<file path="src/rtl/unalign8_wr.sv">
// unalign8_wr: packs a stream of aligned 64-bit words (1..8 valid low bytes each)
// into a contiguous byte string in 64-bit memory starting at any byte address.
// Emits word-addressed writes with byte enables and flushes the trailing partial word.
module unalign8_wr #(
  parameter int unsigned ADDR_MSB = 7
) (
  input  logic                CLK,
  input  logic                RST_N,
  input  logic                start,
  input  logic [ADDR_MSB:0]   dst_addr,
  input  logic                wr_en,
  input  logic [63:0]         din,
  input  logic [3:0]          len,
  input  logic                last,
  output logic                ready,
  output logic                busy,
  output logic                mem_wr_en,
  output logic [ADDR_MSB-3:0] mem_addr,
  output logic [63:0]         mem_din,
  output logic [7:0]          mem_be,
  output logic                err
);

  typedef enum logic [1:0] {IDLE, RUN, FLUSH} state_t;

  state_t              state_q, state_d;
  logic [2:0]          p_q, p_d;
  logic [63:0]         stg_q, stg_d;
  logic [7:0]          stg_be_q, stg_be_d;
  logic [ADDR_MSB-3:0] waddr_q, waddr_d;
  logic                ready_q, ready_d;
  logic                busy_q, busy_d;
  logic                mem_wr_en_q, mem_wr_en_d;
  logic [ADDR_MSB-3:0] mem_addr_q, mem_addr_d;
  logic [63:0]         mem_din_q, mem_din_d;
  logic [7:0]          mem_be_q, mem_be_d;
  logic                err_q, err_d;

  logic         len_ok, wr_acc, wr_err, start_err;
  logic [3:0]   sum;
  logic [7:0]   len_mask;
  logic [15:0]  be16;
  logic [127:0] shifted, mask128;
  logic [63:0]  lo_data;
  logic [7:0]   lo_be;

  // Place the new bytes at their output positions across the current and next word
  always_comb begin
    len_ok    = (len != 4'd0) && (len <= 4'd8);
    wr_acc    = wr_en && (state_q == RUN) && len_ok;
    wr_err    = wr_en && ((state_q != RUN) || !len_ok);
    start_err = start && (state_q != IDLE);
    sum       = {1'b0, p_q} + len;
    len_mask  = 8'hFF >> (4'd8 - len);
    be16      = {8'd0, len_mask} << p_q;
    shifted   = {64'd0, din} << {p_q, 3'b000};
    mask128   = '0;
    for (int unsigned i = 0; i < 16; i++) begin
      mask128[8*i +: 8] = {8{be16[i]}};
    end
    shifted   = shifted & mask128;
    lo_data   = (stg_q & ~mask128[63:0]) | shifted[63:0];
    lo_be     = stg_be_q | be16[7:0];
  end

  // Next-state, staging and registered-output computation
  always_comb begin
    state_d     = state_q;
    p_d         = p_q;
    stg_d       = stg_q;
    stg_be_d    = stg_be_q;
    waddr_d     = waddr_q;
    mem_wr_en_d = 1'b0;
    mem_addr_d  = mem_addr_q;
    mem_din_d   = mem_din_q;
    mem_be_d    = mem_be_q;
    err_d       = err_q | start_err | wr_err;
    case (state_q)
      IDLE: begin
        if (start) begin
          state_d  = RUN;
          p_d      = dst_addr[2:0];
          waddr_d  = dst_addr[ADDR_MSB:3];
          stg_be_d = '0;
        end
      end
      RUN: begin
        if (wr_acc) begin
          p_d = sum[2:0];
          if (sum[3]) begin
            mem_wr_en_d = 1'b1;
            mem_addr_d  = waddr_q;
            mem_din_d   = lo_data;
            mem_be_d    = lo_be;
            stg_d       = shifted[127:64];
            stg_be_d    = be16[15:8];
            waddr_d     = waddr_q + 1'b1;
          end else begin
            stg_d    = lo_data;
            stg_be_d = lo_be;
          end
          if (last) begin
            state_d = (stg_be_d != 8'd0) ? FLUSH : IDLE;
          end
        end
      end
      FLUSH: begin
        mem_wr_en_d = 1'b1;
        mem_addr_d  = waddr_q;
        mem_din_d   = stg_q;
        mem_be_d    = stg_be_q;
        stg_be_d    = '0;
        state_d     = IDLE;
      end
      default: state_d = IDLE;
    endcase
    ready_d = (state_d == RUN);
    busy_d  = (state_d != IDLE);
  end

  // State and output registers, asynchronously cleared
  always_ff @(posedge CLK or negedge RST_N) begin
    if (!RST_N) begin
      state_q     <= IDLE;
      p_q         <= '0;
      stg_q       <= '0;
      stg_be_q    <= '0;
      waddr_q     <= '0;
      ready_q     <= 1'b0;
      busy_q      <= 1'b0;
      mem_wr_en_q <= 1'b0;
      mem_addr_q  <= '0;
      mem_din_q   <= '0;
      mem_be_q    <= '0;
      err_q       <= 1'b0;
    end else begin
      state_q     <= state_d;
      p_q         <= p_d;
      stg_q       <= stg_d;
      stg_be_q    <= stg_be_d;
      waddr_q     <= waddr_d;
      ready_q     <= ready_d;
      busy_q      <= busy_d;
      mem_wr_en_q <= mem_wr_en_d;
      mem_addr_q  <= mem_addr_d;
      mem_din_q   <= mem_din_d;
      mem_be_q    <= mem_be_d;
      err_q       <= err_d;
    end
  end

  assign ready     = ready_q;
  assign busy      = busy_q;
  assign mem_wr_en = mem_wr_en_q;
  assign mem_addr  = mem_addr_q;
  assign mem_din   = mem_din_q;
  assign mem_be    = mem_be_q;
  assign err       = err_q;

endmodule

</file>
<file path="config.mk">
export PLATFORM = sky130hd
export DESIGN_NAME = unalign8_wr
export DESIGN_NICKNAME = d
export VERILOG_FILES = /design/src/rtl/unalign8_wr.sv
export SDC_FILE = /design/constraint.sdc
export NUM_CORES = 1
export LEC_CHECK = 0
export CELL_PAD_IN_SITES_DETAIL_PLACEMENT = 1
export CELL_PAD_IN_SITES_GLOBAL_PLACEMENT = 1
export CORE_ASPECT_RATIO = 0.6
export CORE_MARGIN = 2
export CORE_UTILIZATION = 42
export DETAILED_ROUTE_END_ITERATION = 10
export PLACE_DENSITY_LB_ADDON = 0.1
export SLEW_MARGIN = 20
export SYNTH_ARGS = -nofsm -noshare
export SYNTH_HDL_FRONTEND = slang
export SYNTH_SLANG_ARGS = --single-unit
</file>
<file path="constraint.sdc">
create_clock -name CLK -period 3.15 [get_ports CLK]
set_input_delay 0.7875 -clock CLK [delete_from_list [all_inputs] [get_ports CLK]]
set_output_delay 0.7875 -clock CLK [all_outputs]
set_load 0.01 [all_outputs]
</file>
==> results_dict.tcl <==
set metrics [dict create \
    numClockSinks 163 \
    max-cap-violations 0 \
    cts_root_buf "clkbuf_16" \
    synth.top_cells.by_area "dfrtp_1, mux2i_1, nand2_1" \
    hp-class "in2async" \
    p_leak_nw 6.33 \
    pwr-share-seq 0.244 \
    synth.most_common_cell "dfrtp_1" \
    p_sw_frac 0.457 \
    crit_fanout 9 \
    finalSetupViolCount 0 \
    antenna_found_initial 0 \
    clockBufferDepth 2 \
    insertion_delay_ps 450 \
    ant_nets 0 \
    cts.clk_slew.worst_paths_ps 70 \
    dr.first_iter.drc_count 1201 \
    cp.arrival_ps 3530 \
    final_util 0.593 \
    routed_wl_um 43500 \
    grt_usage 0.342 \
    yosys_warnings 0 \
    post-route-drc-count 0 \
    hpwl_um 32800 \
    grt_pass1_vias 10300 \
    hold_violations 0 \
    worst_slack_ps 0.0859 \
    htreeDepth 4 \
    max_freq_mhz 317 \
    rsz0062_at_grt "yes" \
    startpoint_type "input port" \
    r2r_cells 6 \
    synth.avg_cell_area_um2 9.35 \
    io_buffer_count 161 \
    crit_required_ps 3530 \
    worst_pin_slew_ps 755 \
    antenna_cells 0 \
    place_ws_ps -687 \
    async_reset_ff_frac 1.00 \
    synth_area_leader_cell "dfrtp_1" \
    core_area_mm2 0.0241 \
    timing.hold.ws_ps 301 \
    grt_pass1_wl_um 65000 \
    r2r_start "p_q[0]$_DFFE_PN0P_" \
    synth.top_cell.area_share 0.398 \
    dpl-instance-area_mm2 0.0133 \
    area_growth_pct 39.0 \
    report.final.slew_viol_count 0 \
    pin_count 162 \
    reg2reg_slack_ps 420 \
    via_per_inst 6.06 \
    drive_above_1_share 0.225 \
    num_rows 44 \
    seq_area_frac_synth 0.398 \
    slew-limit-headroom 0.496 \
    fin_skew_ps 10.4 \
    cts_buffers 17 \
    period_minus_slack_ps 3150 \
    ys_top_cells_by_count "dfrtp_1, nand2_1, mux2i_1, o21ai_0, nor2_1" \
    worstSetupEndpointType "register" \
    synth_seq_cells 163 \
    gp_congestion 0.950 \
    dieHeight_um 125 \
    path_class "in2reg" \
    synthFlopType "dfrtp_1" \
    initial_utilization 0.426 \
    p_comb_frac 0.612 \
    vias 10200 \
    fp.dieW_um 206 \
    synthesis.nets 1191 \
    timing.final.crit_share 1.00 \
    first_pass_iters 5 \
    grt_start_max_net_pins 68 \
    dieArea_mm2 0.0257 \
    netlist_area_mm2 0.0103 \
    num-nets-final 1450 \
    ir_worst_vdd_v 0.000539 \
    cts_tree "done" \
    final_area_mm2 0.0143 \
    clkPwrFrac 0.145 \
    power_density_mw_per_mm2 1040 \
    yosys.cell_types.count 79 \
    syn_inst 1097 \
    outcome "finished clean" \
    p_total_mw 14.8 \
    switchingPower_mw 6.77 \
    overflow 0 \
    r2r_end "mem_din[62]$_DFFE_PN0P_" \
    synth_edf_count 0 \
    post_drt_wl_per_cell_um 25.7 \
    intPower_mw 8.05 \
]
## critical path: stages
cell             delay, ps
clkdlybuf4s50_1        500
inv_1                   60
ha_2                   200
inv_2                   70
ha_4                   220
buf_4                  160
or2_4                  250
o21a_1                 180
o2111ai_2              220
buf_6                  150
buf_12                 110
buf_12                 100
nor2_4                  30
buf_12                 150
mux2i_4                190
o21ai_1                140
## cell usage in the layout, fill, tap and decap left out, drive strengths merged, types with 4 or more instances in the layout
| cell type | Yosys | layout |
|---|---|---|
| dfrtp | 163 | 163 |
| clkdlybuf4s50 | 0 | 159 |
| buf | 37 | 155 |
| nand2 | 137 | 137 |
| o21ai | 120 | 120 |
| mux2i | 112 | 112 |
| nor2 | 67 | 67 |
| a22o | 56 | 56 |
| inv | 38 | 47 |
| mux2 | 45 | 45 |
| a21oi | 44 | 44 |
| o22ai | 41 | 41 |
| a211oi | 21 | 21 |
| clkbuf | 39 | 18 |
| a21o | 16 | 16 |
| nor2b | 15 | 15 |
| ha | 12 | 12 |
| o22a | 10 | 10 |
| a22oi | 10 | 10 |
| a221o | 9 | 9 |
| nor3 | 9 | 9 |
| nand2b | 8 | 8 |
| or2 | 6 | 6 |
| o31ai | 5 | 5 |
| nand3 | 5 | 5 |
| nor4 | 5 | 5 |
| o21a | 4 | 4 |
| a21boi | 4 | 4 |
| o221ai | 4 | 4 |
## layer usage
layer	vias to the layer above	wire length, um	share of wire	track usage
met5	-	0	0	0
met4	0	479	0.011	0.0626
met3	35	4030	0.093	0.0933
met2	449	18000	0.41	0.471
met1	5200	21000	0.48	0.531
li1	4558	-	-	-
## worst max path at each step
stage,start,to,slack (ps)
finish,len[0],mem_din[39]$_DFFE_PN0P_,0.09
global route,len[0],mem_din[57]$_DFFE_PN0P_,-60
CTS,len[0],stg_q[3]$_DFFE_PN0P_,5
detailed placement,len[0],busy$_DFF_PN0_,-690
global placement,len[1],mem_din[41]$_DFFE_PN0P_,-550
floorplan,len[1],ready$_DFF_PN0_,110
## stage by stage
step,TNS [ps],std cells
after floorplan,0,1097
after global placement,-52230,1656
after detailed placement,-64350,1656
after CTS,0,1690
after global routing,-749,1691
final,0,1691
## state kept, by name (all words and copies together), names as in the netlist, 2 cells and up
name / flops
mem_din: 64
stg_q: 64
mem_be: 8
stg_be_q: 8
mem_addr: 5
waddr_q: 5
p_q: 3
state_q: 2
## power by group through the flow
stage               Clock [mW]  Sequential [mW]  Combinational (mW)
finish                    2.15             3.61                9.07
global route              2.25             3.71                9.63
CTS                       2.17             3.58                8.56
detailed placement           0             3.60                8.37
global placement             0             3.55                8.15
floorplan                    0             3.57                4.53
## cell families after synthesis
group,Yosys count,synth area share
xor gates and xnor gates,2,0.00171
and+or+nand+nor,278,0.131
adders and majority gates,13,0.0166
muxes,157,0.159
DFF,163,0.398
AOI/OAI and AO/OA,370,0.247
buffers and inverters,114,0.0479
## area by class of cell
type                       instances  area [um^2]
inverter                          38          143
multi-input combinational        820         5970
tap                              322          403
fill                            2677         9800
clock inverter                    15          165
clock buffer                      17          425
timing repair buffer             316         3070
sequential                       163         4080
## timing repair
item                                    CTS  global route
pin swaps                                 5             8
endpoints found under the setup margin   56           128
setup buffers                             2             1
hold buffers                              0             0
cloned                                    0             1
resized for setup                        12            59
No activity file was read; power rests on OpenSTA's default activity.
